File: src/rtl/instr_image_encoder_pkg.sv
// Shared MIPS instruction constants: request kind codes, opcodes and function codes.
// The control decoder imports the same constants so encoder and decoder cannot drift apart.
package instr_image_encoder_pkg;

    typedef enum logic [3:0] {
        KIND_NOP  = 4'd0,
        KIND_ADDU = 4'd1,
        KIND_SUBU = 4'd2,
        KIND_JR   = 4'd3,
        KIND_SLL  = 4'd4,
        KIND_ORI  = 4'd5,
        KIND_LW   = 4'd6,
        KIND_SW   = 4'd7,
        KIND_BEQ  = 4'd8,
        KIND_LUI  = 4'd9,
        KIND_JAL  = 4'd10,
        KIND_J    = 4'd11
    } kind_e;

    localparam logic [5:0] OP_SPECIAL = 6'b000000;
    localparam logic [5:0] OP_ORI     = 6'b001101;
    localparam logic [5:0] OP_LW      = 6'b100011;
    localparam logic [5:0] OP_SW      = 6'b101011;
    localparam logic [5:0] OP_BEQ     = 6'b000100;
    localparam logic [5:0] OP_LUI     = 6'b001111;
    localparam logic [5:0] OP_JAL     = 6'b000011;
    localparam logic [5:0] OP_J       = 6'b000010;

    localparam logic [5:0] FN_ADDU = 6'b100001;
    localparam logic [5:0] FN_SUBU = 6'b100011;
    localparam logic [5:0] FN_JR   = 6'b001000;
    localparam logic [5:0] FN_SLL  = 6'b000000;

endpackage

File: src/rtl/instr_fifo.sv
// Synchronous FIFO holding encoded instruction words until the IM write port accepts them.
// Pointers carry one extra wrap bit so full and empty are distinguishable.
module instr_fifo #(
    parameter int unsigned WIDTH = 32,
    parameter int unsigned DEPTH = 4,
    localparam int unsigned AW   = $clog2(DEPTH)
) (
    input  logic             clk,
    input  logic             reset,
    input  logic             clear,
    input  logic             push,
    input  logic             pop,
    input  logic [WIDTH-1:0] wdata,
    output logic [WIDTH-1:0] rdata,
    output logic             full,
    output logic             empty,
    output logic [AW:0]      occupancy
);

    logic [WIDTH-1:0] mem [DEPTH];
    logic [AW:0]      wr_ptr_q, rd_ptr_q;
    logic             push_en, pop_en;

    assign occupancy = wr_ptr_q - rd_ptr_q;
    assign full      = (occupancy == (AW + 1)'(DEPTH));
    assign empty     = (wr_ptr_q == rd_ptr_q);
    assign push_en   = push & ~full;
    assign pop_en    = pop & ~empty;
    assign rdata     = mem[rd_ptr_q[AW-1:0]];

    always_ff @(posedge clk) begin
        if (!reset || clear) begin
            wr_ptr_q <= '0;
            rd_ptr_q <= '0;
        end else begin
            if (push_en) begin
                wr_ptr_q <= wr_ptr_q + (AW + 1)'(1);
            end
            if (pop_en) begin
                rd_ptr_q <= rd_ptr_q + (AW + 1)'(1);
            end
        end
    end

    always_ff @(posedge clk) begin
        if (push_en) begin
            mem[wr_ptr_q[AW-1:0]] <= wdata;
        end
    end

endmodule

File: src/rtl/instr_image_encoder.sv
// Encodes symbolic MIPS instruction requests and streams the words into instruction memory
// at consecutive word addresses starting from BASE_ADDR.
module instr_image_encoder
    import instr_image_encoder_pkg::*;
#(
    parameter int unsigned FIFO_DEPTH = 4,
    parameter int unsigned IM_AW      = 10,
    parameter logic [31:0] BASE_ADDR  = 32'h0000_3000
) (
    input  logic           clk,
    input  logic           reset,
    input  logic           in_valid,
    output logic           in_ready,
    input  logic [3:0]     in_kind,
    input  logic [4:0]     in_rs,
    input  logic [4:0]     in_rt,
    input  logic [4:0]     in_rd,
    input  logic [4:0]     in_shamt,
    input  logic [15:0]    in_imm,
    input  logic [25:0]    in_target,
    input  logic           flush,
    output logic           im_we,
    output logic [31:0]    im_addr,
    output logic [31:0]    im_wdata,
    input  logic           im_ack,
    output logic [IM_AW:0] count,
    output logic           full,
    output logic           illegal
);

    localparam int unsigned    OCC_W    = $clog2(FIFO_DEPTH) + 1;
    localparam logic [IM_AW:0] CAPACITY = {1'b1, {IM_AW{1'b0}}};

    function automatic logic [31:0] encode(
        input logic [3:0]  kind,
        input logic [4:0]  rs,
        input logic [4:0]  rt,
        input logic [4:0]  rd,
        input logic [4:0]  shamt,
        input logic [15:0] imm,
        input logic [25:0] target
    );
        logic [31:0] word;
        word = 32'h0;
        case (kind)
            KIND_NOP:  word = 32'h0;
            KIND_ADDU: word = {OP_SPECIAL, rs, rt, rd, 5'b0, FN_ADDU};
            KIND_SUBU: word = {OP_SPECIAL, rs, rt, rd, 5'b0, FN_SUBU};
            KIND_JR:   word = {OP_SPECIAL, rs, 15'b0, FN_JR};
            KIND_SLL:  word = {OP_SPECIAL, 5'b0, rt, rd, shamt, FN_SLL};
            KIND_ORI:  word = {OP_ORI, rs, rt, imm};
            KIND_LW:   word = {OP_LW, rs, rt, imm};
            KIND_SW:   word = {OP_SW, rs, rt, imm};
            KIND_BEQ:  word = {OP_BEQ, rs, rt, imm};
            KIND_LUI:  word = {OP_LUI, 5'b0, rt, imm};
            KIND_JAL:  word = {OP_JAL, target};
            KIND_J:    word = {OP_J, target};
            default:   word = 32'h0;
        endcase
        return word;
    endfunction

    logic [IM_AW:0]   count_q, count_d;
    logic             illegal_q, illegal_d;
    logic             fifo_full, fifo_empty;
    logic [OCC_W-1:0] occupancy;
    logic [31:0]      head;
    logic [IM_AW+1:0] in_flight;
    logic             accept, legal, push, pop;

    // Accept limit includes buffered words so the committed count can never pass capacity.
    assign in_flight = {1'b0, count_q} + (IM_AW + 2)'(occupancy);
    assign in_ready  = reset & ~flush & ~fifo_full & (in_flight < {1'b0, CAPACITY});
    assign accept    = in_valid & in_ready;
    assign legal     = (in_kind <= KIND_J);
    assign push      = accept & legal;
    assign pop       = im_we & im_ack & ~flush;

    assign im_we    = ~fifo_empty;
    assign im_wdata = fifo_empty ? 32'h0 : head;
    assign im_addr  = BASE_ADDR + 32'({count_q, 2'b00});
    assign count    = count_q;
    assign full     = (count_q == CAPACITY);
    assign illegal  = illegal_q;

    always_comb begin
        count_d   = count_q;
        illegal_d = illegal_q;
        if (flush) begin
            count_d   = '0;
            illegal_d = 1'b0;
        end else begin
            if (pop) begin
                count_d = count_q + (IM_AW + 1)'(1);
            end
            if (accept && !legal) begin
                illegal_d = 1'b1;
            end
        end
    end

    always_ff @(posedge clk) begin
        if (!reset) begin
            count_q   <= '0;
            illegal_q <= 1'b0;
        end else begin
            count_q   <= count_d;
            illegal_q <= illegal_d;
        end
    end

    instr_fifo #(
        .WIDTH (32),
        .DEPTH (FIFO_DEPTH)
    ) u_fifo (
        .clk       (clk),
        .reset     (reset),
        .clear     (flush),
        .push      (push),
        .pop       (pop),
        .wdata     (encode(in_kind, in_rs, in_rt, in_rd, in_shamt, in_imm, in_target)),
        .rdata     (head),
        .full      (fifo_full),
        .empty     (fifo_empty),
        .occupancy (occupancy)
    );

endmodule

File: config.mk
export PLATFORM = sky130hd
export DESIGN_NAME = instr_image_encoder
export DESIGN_NICKNAME = d
export VERILOG_FILES = /design/src/rtl/instr_image_encoder_pkg.sv /design/src/rtl/instr_fifo.sv /design/src/rtl/instr_image_encoder.sv
export SDC_FILE = /design/constraint.sdc
export NUM_CORES = 1
export LEC_CHECK = 0
export CAP_MARGIN = 0
export CORE_MARGIN = 2
export CORE_UTILIZATION = 50
export DETAILED_ROUTE_END_ITERATION = 8
export DONT_BUFFER_PORTS = 1
export HOLD_SLACK_MARGIN = 0.06
export PLACE_DENSITY = 0.74
export SLEW_MARGIN = 20
export SYNTH_ARGS = -nofsm -noshare
export SYNTH_HDL_FRONTEND = slang
export SYNTH_SLANG_ARGS = --single-unit
File: constraint.sdc
create_clock -name clk -period 4.2 [get_ports clk]
set_input_delay 0.42 -clock clk [delete_from_list [all_inputs] [get_ports clk]]
set_output_delay 0.42 -clock clk [all_outputs]
set_load 0.02 [all_outputs]
======== Word-level counts from Yosys, hierarchy flattened ========
Memories as Yosys holds them, arrays and structs flattened. A register that Yosys moved wholly into a read port is not among the register bits.
Cells that the tools add are included.
cells by class
  multiplexer cells ....................... 6
  div/mod/pow operators ................... 0
  order comparisons ....................... 2
  bitwise logic cells ..................... 13
  eq/ne operators ......................... 14
  reduce and logical (&&, ||, !) cells .... 5
  multiply operators ...................... 0
  $add $sub $neg .......................... 6
  shifts and indexed selects .............. 0
operators by type and width
  kind                                                  count
  case mux 32 bit (11 select lines)                     1
  2-to-1 mux 32 bit                                     1
  equality test 4 x 3 -> 1 bit, second input constant   4
  equality test 4 bit, second input constant            4
  adder 14 x 13 -> 15 bit, first input constant         1
  adder 11 x 3 -> 12 bit                                1
  < comparator 12 x 11 -> 1 bit, second input constant  1
  adder 11 x 1 -> 11 bit, second input constant         1
  equality test 11 bit, second input constant           1
  AND 1 bit                                             9
  equality test 4 x 2 -> 1 bit, second input constant   2
  adder 3 x 1 -> 3 bit, second input constant           2
  equality test 4 x 1 -> 1 bit, second input constant   1
  <= comparator 4 bit, second input constant            1
  2-to-1 mux 2 bit                                      2
  NOT 1 bit                                             4
  equality test 3 bit                                   1
  equality test 3 bit, second input constant            1
  subtractor 3 bit                                      1
  logical NOT 1 bit                                     2
  2-to-1 mux 1 bit                                      2
  OR reduction 2 bit                                    1
  logical AND 1 bit                                     1
  logical OR 1 bit                                      1
word-level totals
  word-level logic and storage cells ...... 51
  output and inout bits ................... 79
  latch bits .............................. 0
  bits in writable memories ............... 128
  memories kept ........................... 1
  flip-flop bits (word level) ............. 18
  ROM bits ................................ 0
  bits of input ports ..................... 71
memories
  name        depth  bits a word  rd ports  clocked after Yosys merged registers in  wr ports  RTL line          source
  u_fifo.mem  4      32           1         1                                        1         instr_fifo.sv:20  logic [WIDTH-1:0] mem [DEPTH];

======== Depth between registers and ports, before layout ========
Gate-level depths: netlist (run 1).
  depth after elaboration ................. 10
  gate-level depth with buffers ........... 10
  depth with buffers taken out ............ 10

======== Modules after synthesis ========
A second synthesis (run 1) with hierarchy kept.
unflattened totals
  cells, all modules ...................... 468
  area total of the unflattened synthesis .. 6929.1 µm²
modules (own cells, without submodules)
  module               instances  cells an instance  sequential area each (µm²)  area an instance (µm²)
  instr_fifo           1          216                4003.8                      5088.6
  instr_image_encoder  1          252                240.2                       1840.5

======== Least setup slack after synthesis (run 1) ========
Ideal clock, no wire load.
  kind .................................... register to register
  start ................................... register u_fifo.wr_ptr_q[0]
  end ..................................... register u_fifo.wr_ptr_q[2]
  data arrival time ....................... 4115 ps
  path buffers ............................ 0
  library setup time ...................... 123 ps
  path slack .............................. -38 ps
  required time ........................... 4077 ps
  stages on the path, launching flop included .. 11
  period minus slack after synthesis ...... 4238 ps
  cell sequence ........................... dfxtp_1 > inv_1 > ha_1 > inv_1 > fa_1 > xnor3_2 > ha_1 > a21oi_1 > a211oi_1 > nor4b_2 > mux2_1
between the ends
  word-level cells in the longest chain between the ends .. 8
  elaborated cells on any way between the ends .. 11
  those cells by class .................... add/sub (3); order compare (1); eq/ne (1); bitwise (6)
RTL lines
  element                                                                         RTL line          source
  start: declaration                                                              instr_fifo.sv:21  logic [AW:0] wr_ptr_q, rd_ptr_q;
  start signal: assignment                                                        instr_fifo.sv:37  wr_ptr_q <= wr_ptr_q + (AW + 1)'(1);
  parallel branches: the longest is 8 deep, another holds adder 11 x 3 -> 12 bit  n/a
Parallel ways; which one is timed is not known.
A chain may end at the register's enable or synchronous reset.

======== Worst setup path in the final report (run 1) ========
  start ................................... register u_fifo.wr_ptr_q[0]
  end ..................................... output port in_ready
between the ends
  word-level cells in the longest chain between the ends .. 5
  elaborated cells on any way between the ends .. 7
  those cells by class .................... add/sub (2); order compare (1); eq/ne (1); bitwise (3)
RTL lines
  element                                                                         RTL line                   source
  subtractor 3 bit (*)                                                            instr_fifo.sv:24           assign occupancy = wr_ptr_q - rd_ptr_q;
  parallel branches: the longest is 3 deep, another holds adder 11 x 3 -> 12 bit  n/a
  AND 1 bit (*)                                                                   instr_image_encoder.sv:73  assign in_ready = reset & ~flush & ~fifo_full & (in_flight < {1'b0, CAPACITY});
  end: declaration                                                                instr_image_encoder.sv:13  output logic in_ready,
Mark *: on every way between the ends.

==> flow_summary.json, run 1 <==
{
  "synth_cell_types": 53,
  "cts_setup_buffers": 0,
  "grt_pass1_vias": 3810,
  "gpl.final_weighted_congestion": 0.7761,
  "hold_buffers": 0,
  "cap_viol_max_count": 0,
  "clock.fmax_mhz": 285.1,
  "synthArstFlopShare": 0,
  "grt_pass1_wl_um": 20610,
  "pre_cts_slack_ns": 1.011,
  "fp.dieH_um": 120.3,
  "ys_dominant_reg_cell": "edfxtp_1",
  "fin_nets": 541,
  "drive_gt1_frac": 0.1635,
  "die_w_um": 120.3,
  "cts-buffers-inserted": 17,
  "synthCells": 466,
  "post_cts_resized": 0,
  "power_density_nw_per_um2": 441.5,
  "hpwlAfterDp_um": 8876,
  "end_kind": "primary output",
  "place.port_buffers": 0,
  "arrival_ns": 3.09,
  "cts_max_path_buffers": 2,
  "grt_max_degree": 33,
  "ys_ff_latch": 144,
  "startpoint_type": "flop",
  "antenna_found_initial": 2,
  "syn-cell-area_um2": 6768,
  "fp-row-count": 42,
  "tightest_slew_ns": 1.065,
  "coreArea_um2": 13240,
  "hold_violations": 0,
  "gr-usage-all-layers": 0.1940,
  "cts_sinks": 144,
  "synth_enable_flop_cells": 124,
  "synth.area.top_cells": "edfxtp_1, mux4_2, dfxtp_1",
  "synth_warnings": 0,
  "root_buffer": "clkbuf_16",
  "syn_avg_cell_area_um2": 14.52,
  "routedWlPerCell_um": 21.10,
  "place_inst": 615,
  "critPathKind": "reg2out",
  "wirelength_um": 13690,
  "dieArea_um2": 14480,
  "relSlewSlack": 0.2897,
  "nFillCells": 1071,
  "fin_area_um2": 7428,
  "finish.utilization": 0.5609,
  "first_pass_iters": 5,
  "outcome": "completed",
  "cts_tree": "built",
  "dpl_cell_area_um2": 6804,
  "clkLatencyLatePin_ns": 0.42,
  "leakage_nw": 2.578,
  "fin_cells": 649,
  "finalCritPeriodShare": 0.8353,
  "drt_iter0_markers": 381,
  "clock-skew-final_ns": 0.006866,
  "initial_core_util": 0.5111,
  "syn_to_final_growth_pct": 9.761,
  "ant_nets": 0,
  "ys_seq_area_frac": 0.6094,
  "total_power_mw": 3.280,
  "vias_per_cell": 5.923,
  "vdd_drop_max_uv": 230.7,
  "setup_viol_count_final": 0,
  "worstPathMaxFanout": 7,
  "clk_pin_slew_worst_paths_ns": 0.06,
  "cts_max_level": 4,
  "grt_setup_unrepaired": "no",
  "synth_top_area_share": 0.5502,
  "yosysTopAreaCell": "edfxtp_1",
  "num_vias": 3844,
  "slew_violations": 0,
  "finalSetupTns_ns": 0,
  "io_pins": 150,
  "drc": 0,
  "timing.final.crit_period_ns": 3.508,
  "overflow": 0,
  "cp.required_ns": 3.78,
  "timing.final.ws_setup_ns": 0.6919,
  "hold_slack_ns": 0.2500,
  "hp-class": "in2reg"
}
==> sequential cells by signal, indices dropped and copies added, names as in the netlist, named ones only <==
name             flops
illegal              1
u_fifo.mem         124
count               11
u_fifo.wr_ptr_q      3
u_fifo.rd_ptr_q      3
==> placed cells by master, fill, tap and decap left out, drive strengths merged, types with 6 or more instances in the layout <==
cell type / count
o21ai: 19
clkbuf: 19
nand2: 13
a21o: 7
and3: 6
buf: 8
a22o: 26
inv: 21
mux4: 31
dfxtp: 20
xor2: 10
conb: 20
nor2: 21
ha: 11
a21oi: 11
nor2b: 35
edfxtp: 124
==> cells by family after synthesis <==
logic type / synth area share
buffers and inverters: 0.05953
and+or+nand+nor: 0.08467
DFF: 0.6094
xor gates and xnor gates: 0.01886
adders and majority gates: 0.02329
other: 0.0005541
muxes: 0.1109
AOI/OAI and AO/OA: 0.09281
==> path summary, 6_finish.rpt <==
| check | start | end | slack (ns) | depth (start not counted) |
|---|---|---|---|---|
| worst max-delay path | u_fifo.wr_ptr_q[0] | in_ready | 0.69 | 10 |
| worst min-delay path | in_kind[1] | u_fifo.mem[2][28] | 0.25 | 1 |
| worst max register to register | u_fifo.wr_ptr_q[0] | u_fifo.wr_ptr_q[2] | 0.99 | 11 |
| worst min register to register | u_fifo.wr_ptr_q[0] | u_fifo.wr_ptr_q[0] | 0.55 | 2 |
==> final cells by class <==
type	instances	area, µm²	share of cell area
Sequential cell	144	4125	0.5553
Antenna cell	2	5.005	0.0006737
Timing Repair Buffer	8	60.06	0.008085
Clock inverter	13	186.4	0.02510
Multi-Input combinational cell	267	2323	0.3128
Inverter	20	75.07	0.01011
Clock buffer	19	432.9	0.05828
Tap cell	176	220.2	0.02964
==> synth_stat cells, types with 3 or more instances <==
master,count
nor2b_1,35
ha_1,11
buf_4,32
nand2b_1,4
buf_2,4
a21oi_1,11
a22o_1,26
and2_1,4
o21ai_1,4
edfxtp_1,124
mux2i_1,3
dfxtp_1,20
and3_1,6
nand2_1,12
a222oi_1,5
o21ai_0,15
clkbuf_1,17
nor2_1,21
inv_1,20
nand3_1,3
xor2_1,9
a21o_1,7
o211ai_1,5
mux4_2,31
==> where the power goes <==
group / leakage [nW] / total (mW) / internal (mW) / switching [mW]
registers: 1.30 / 1.58 / 1.58 / 0.00417
logic: 0.987 / 0.151 / 0.0519 / 0.0993
clock network: 0.290 / 1.55 / 0.993 / 0.554
total: 2.58 / 3.28 / 2.62 / 0.658
==> metal layers <==
layer	GRT usage	up-vias	routed length, µm
met1	0.2311	1904	5270
met4	0.1003	0	412
met5	0	-	0
met2	0.3260	184	7026
li1	-	1728	-
met3	0.05047	28	985
==> critical path, stage by stage, from the launching register on <==
cell	delay, ns
dfxtp_1	0.34
inv_1	0.13
ha_1	0.16
inv_1	0.05
fa_1	0.36
xnor3_2	0.28
ha_1	0.31
a21oi_1	0.20
a211o_1	0.28
nand2_1	0.07
nor3_1	0.50
Power figures use the tool's default switching activity.
==> run 2, diff against run 1 <==
Settings changed: PLACE_DENSITY 0.74 to 0.71.
Clock period 4.2 ns to 3.64 ns, I/O delays scaled along.
==> run 2 against run 1 <==
- first-iteration DRC count fell by 21%
- clock power rose by 3%
- count of clock-buffer cells in the layout rose by 2
- utilization fell by 0.29 points
- combinational power rose by 18%
- die area did not move
- worst hold slack got worse by 0.054 ns
- critical path type unchanged
- routed wire length fell by 0.26%
- sequential power rose by 15%
- largest cell class unchanged
- sequential share of layout area rose by 0.29 points
- via count fell by 0.75%
- cell count rose by 0.77%
==> flow_summary.json, run 2 (synthesis results as in run 1) <==
{
  "gr-usage-all-layers": 0.1979,
  "clkPwrFrac": 0.442,
  "first_pass_iters": 4,
  "startpoint_type": "flop",
  "critPathSlowestCell": "a211o_1",
  "vias_per_cell": 5.833,
  "drt_iter0_markers": 300,
  "hp-class": "in2reg",
  "multi_input_area_um2": 2323,
  "path_cells": "inv_1 > ha_1 > inv_1 > fa_1 > xnor3_2 > ha_1 > nand4b_1 > a211o_1 > nand2_1 > nor3_1 > buf_4",
  "die_w_um": 120.3,
  "ant_nets": 0,
  "wirelength_um": 13660,
  "leakage_nw": 2.583,
  "hold_violations": 0,
  "relSlewSlack": 0.2723,
  "clock.fmax_mhz": 302.7,
  "end_kind": "primary output",
  "hold_buffers": 0,
  "switchingPower_mw": 0.7192,
  "num_vias": 3815,
  "grt_pass1_vias": 3878,
  "grt_pass1_wl_um": 21080,
  "timing.final.crit_period_ns": 3.304,
  "root_buffer": "clkbuf_16",
  "cts_max_path_buffers": 2,
  "syn_to_final_growth_pct": 9.188,
  "cts_sinks": 144,
  "cts_tree": "built",
  "finalCritPeriodShare": 0.9077,
  "dieArea_um2": 14480,
  "largest_register_ffs": 124,
  "critPathBufInv": 3,
  "power_density_nw_per_um2": 485.5,
  "final_common_cell": "edfxtp_1",
  "outcome": "completed",
  "drive_gt1_frac": 0.1597,
  "io_pins": 150,
  "post_cts_resized": 0,
  "p_sw_frac": 0.2004,
  "p_comb_frac": 0.050,
  "hpwlAfterDp_um": 9354,
  "fp-row-count": 42,
  "vdd_drop_max_uv": 300.3,
  "most-common-layout-cells": "edfxtp_1, nor2b_1, mux4_2, a22o_1",
  "routedWlPerCell_um": 20.89,
  "gpl.final_weighted_congestion": 0.7261,
  "cap_viol_max_count": 0,
  "area.sequential_um2": 4125,
  "slew_violations": 0,
  "cts_max_level": 4,
  "fp.dieH_um": 120.3,
  "setup_viol_count_final": 0,
  "grt_max_degree": 32,
  "nFillCells": 1071,
  "crit_family": "adder cells",
  "hold_slack_ns": 0.1956,
  "arrival_ns": 2.94,
  "clock-skew-final_ns": 0.006268,
  "coreArea_um2": 13240,
  "initial_core_util": 0.5111,
  "overflow": 0,
  "sequentialPowerShare": 0.508,
  "cts_setup_buffers": 0,
  "grt_setup_unrepaired": "no",
  "intPower_mw": 2.869,
  "place.port_buffers": 0,
  "antenna_found_initial": 2,
  "drc": 0,
  "finalSetupTns_ns": 0,
  "critPathKind": "reg2out",
  "cts-buffers-inserted": 17,
  "clkLatencyLatePin_ns": 0.42,
  "cp.required_ns": 3.28,
  "worstPathMaxFanout": 7,
  "fin_nets": 547,
  "tightest_slew_ns": 1.092,
  "clk_pin_slew_worst_paths_ns": 0.05,
  "critPathMaxStageDelay_ns": 0.39
}
-- run 2: worst register-to-register path, stage by stage, from the launching register on --
cell and delay (ns):
dfxtp_1 0.33, inv_1 0.14, ha_1 0.16, inv_1 0.04, fa_1 0.37, xnor3_2 0.29
ha_1 0.33, nand4b_1 0.14, a211oi_1 0.51, nor4b_4 0.11, buf_4 0.22, mux2_1 0.33
-- run 2: cell type report --
type,instances,area share
Antenna cell,2,0.0006773
Clock inverter,10,0.01287
Sequential cell,144,0.5582
Tap cell,176,0.02980
Inverter,20,0.01016
Clock buffer,21,0.05960
Timing Repair Buffer,14,0.01422
Multi-Input combinational cell,267,0.3144
-- run 2: per-layer routing --
| metal | vias to the layer above | part of all wire | GRT usage |
|---|---|---|---|
| met5 | - | 0 | 0 |
| met4 | 0 | 0.026 | 0.08430 |
| met3 | 28 | 0.069 | 0.06981 |
| met2 | 130 | 0.52 | 0.3370 |
| met1 | 1913 | 0.38 | 0.2271 |
| li1 | 1744 | - | - |
-- run 2: power by group through the flow --
stage | Clock, mW | Combinational [mW] | Sequential, mW
finish | 1.59 | 0.178 | 1.82
detailed placement | 0 | 0.178 | 1.86
global route | 1.68 | 0.194 | 1.82
floorplan | 0 | 0.163 | 1.86
CTS | 1.61 | 0.178 | 1.82
global placement | 0 | 0.171 | 1.86
-- run 2: stage by stage --
stage               std cells  instance area (µm²)  power (mW)  setup WS [ns]  utilization
detailed placement        621                 6849       2.035         0.5526       0.5172
CTS                       652                 7385       3.612         0.3162       0.5576
finish                    654                 7390       3.588         0.3361       0.5580
global placement          621                 6849       2.028         0.6506       0.5172
floorplan                 485                 6848       2.020        0.09632            -
global route              653                 7387       3.700         0.1622       0.5578
-- run 2: final timing paths --
kind,from,endpoint,slack [ns],cells after the start
worst max-delay path,u_fifo.wr_ptr_q[0],in_ready,0.34,11
worst min-delay path,in_kind[1],u_fifo.mem[0][28],0.20,1
worst max register to register,u_fifo.wr_ptr_q[0],u_fifo.wr_ptr_q[2],0.55,11
worst min register to register,u_fifo.wr_ptr_q[0],u_fifo.wr_ptr_q[0],0.53,2
==> run 3, diff against run 2 <==
Settings changed: CORE_UTILIZATION 50 to 63, PLACE_DENSITY 0.71 to 0.85, SLEW_MARGIN 20 to unset.
==> run 3 against run 2 <==
- cell count shrank 6.9%
- first-iteration DRC count grew 41%
- sequential share of layout area increased by 0.057 points
- setup slack worse by 0.12 ns
- count of clock-buffer cells in the layout shrank 4
- clock skew increased by 0.0052 ns
- maximum frequency fell by 3.5%
- via count up 3.5%
- critical endpoint unchanged
==> flow_summary.json, run 3 (synthesis results as in run 1) <==
{
  "relSlewSlack": 0.2870,
  "wirelength_um": 14350,
  "r2r_start": "u_fifo.wr_ptr_q[0]",
  "clk_pin_slew_worst_paths_ns": 0.06,
  "cts_setup_buffers": 0,
  "critPathBufInv": 3,
  "startpoint_type": "flop",
  "crit_family": "adder cells",
  "vdd_drop_max_uv": 292.2,
  "fp-row-count": 37,
  "gpl.final_weighted_congestion": 0.7939,
  "tightest_slew_ns": 1.069,
  "ant_nets": 0,
  "grt_setup_unrepaired": "no",
  "antenna_found_initial": 0,
  "cts_sinks": 144,
  "cts_max_path_buffers": 2,
  "insertedDiodeCount": 0,
  "area.sequential_um2": 4125,
  "finish.utilization": 0.7119,
  "leakage_nw": 2.596,
  "outcome": "completed",
  "root_buffer": "clkbuf_8",
  "fp.dieH_um": 107.6,
  "cts_max_level": 4,
  "setup_viol_count_final": 0,
  "grt_pass1_wl_um": 21220,
  "arrival_ns": 3.06,
  "num_vias": 3948,
  "routedWlPerCell_um": 23.56,
  "clock-skew-final_ns": 0.01145,
  "io_pins": 150,
  "initial_core_util": 0.6526,
  "multi_input_area_um2": 2323,
  "die_w_um": 107.6,
  "critPathSlowestCell": "a211o_1",
  "hpwlAfterDp_um": 9183,
  "syn_to_final_growth_pct": 9.077,
  "hp-class": "in2reg",
  "clkLatencyLatePin_ns": 0.53,
  "slew_violations": 0,
  "drc": 0,
  "vias_per_cell": 6.483,
  "clock.fmax_mhz": 292.1,
  "drt_iter0_markers": 423,
  "path_cells": "inv_1 > ha_1 > inv_1 > fa_1 > xnor3_2 > ha_1 > nand4b_1 > a211o_1 > nand2_1 > nor3_1 > buf_4",
  "cts_tree": "built",
  "power_density_nw_per_um2": 510.4,
  "critPathMaxStageDelay_ns": 0.39,
  "first_pass_iters": 5,
  "finalSetupTns_ns": 0,
  "gr-usage-all-layers": 0.2546,
  "hold_violations": 0,
  "largest_register_ffs": 124,
  "overflow": 0,
  "place_inst": 577,
  "hold_slack_ns": 0.09517,
  "cap_viol_max_count": 0,
  "final_common_cell": "edfxtp_1",
  "finalCritPeriodShare": 0.9404,
  "most-common-layout-cells": "edfxtp_1, nor2b_1, mux4_2, a22o_1",
  "hold_start": "im_ack",
  "grt_max_degree": 32,
  "critPathKind": "reg2out",
  "fin_cells": 609,
  "timing.final.ws_setup_ns": 0.2169,
  "cts-buffers-inserted": 17,
  "nFillCells": 659,
  "end_kind": "primary output",
  "dieArea_um2": 11590,
  "fin_nets": 544,
  "critPathLaunch": "u_fifo.wr_ptr_q[0]",
  "worstPathMaxFanout": 7,
  "cp.required_ns": 3.28,
  "coreArea_um2": 10370,
  "pre_cts_slack_ns": 0.4882,
  "grt_pass1_vias": 4071,
  "drive_gt1_frac": 0.1649,
  "timing.final.crit_period_ns": 3.423,
  "place.port_buffers": 0
}
## run 3: timing repair
action,in CTS,in global routing
hold endpoints to repair,4,0
resized for setup,0,0
hold buffers,1,0
setup endpoints to repair,0,0
## run 3: cell type report
type	instances	area share
clock buffer	17	0.05610
clock inverter	14	0.02559
inverter	20	0.01017
multi-input combinational	267	0.3147
sequential	144	0.5588
tap	136	0.02305
timing repair buffer	11	0.01153
## run 3: final timing paths
check | to | slack [ns] | cells after the start
min reg2reg | u_fifo.wr_ptr_q[0] | 0.57 | 2
max | in_ready | 0.22 | 11
min | count[2] | 0.1 | 3
max reg2reg | u_fifo.mem[3][1] | 0.45 | 10
## run 3: worst register-to-register path, cell delays in order (launching register included)
cell      delay (ns)
dfxtp_1         0.34
inv_1           0.16
ha_1            0.17
inv_1           0.05
fa_1            0.37
xnor3_2         0.29
ha_1            0.31
a21oi_1         0.17
a211oi_1        0.16
nor4b_4         0.33
buf_4           0.45
## run 3: where the power goes
group	leakage, nW	internal, mW	switching (mW)	total, mW
Clock	0.293	1.11	0.655	1.76
Combinational	1.00	0.0615	0.119	0.181
Sequential	1.30	1.82	0.00504	1.82
## run 3: stage by stage
| step | cell area (µm²) | total power, mW |
|---|---|---|
| after floorplan | 6848 | 2.020 |
| after CTS | 7382 | 3.783 |
| after global placement | 6769 | 2.023 |
| final | 7382 | 3.768 |
| after detailed placement | 6769 | 2.034 |
| after global routing | 7382 | 3.864 |
## run 3: routing by layer
metal	GRT usage	wire length, µm	vias to the layer above
met4	0.1163	290	0
met5	0	0	-
li1	-	-	1732
met1	0.3138	5534	1998
met2	0.4187	7495	193
met3	0.07385	1029	25
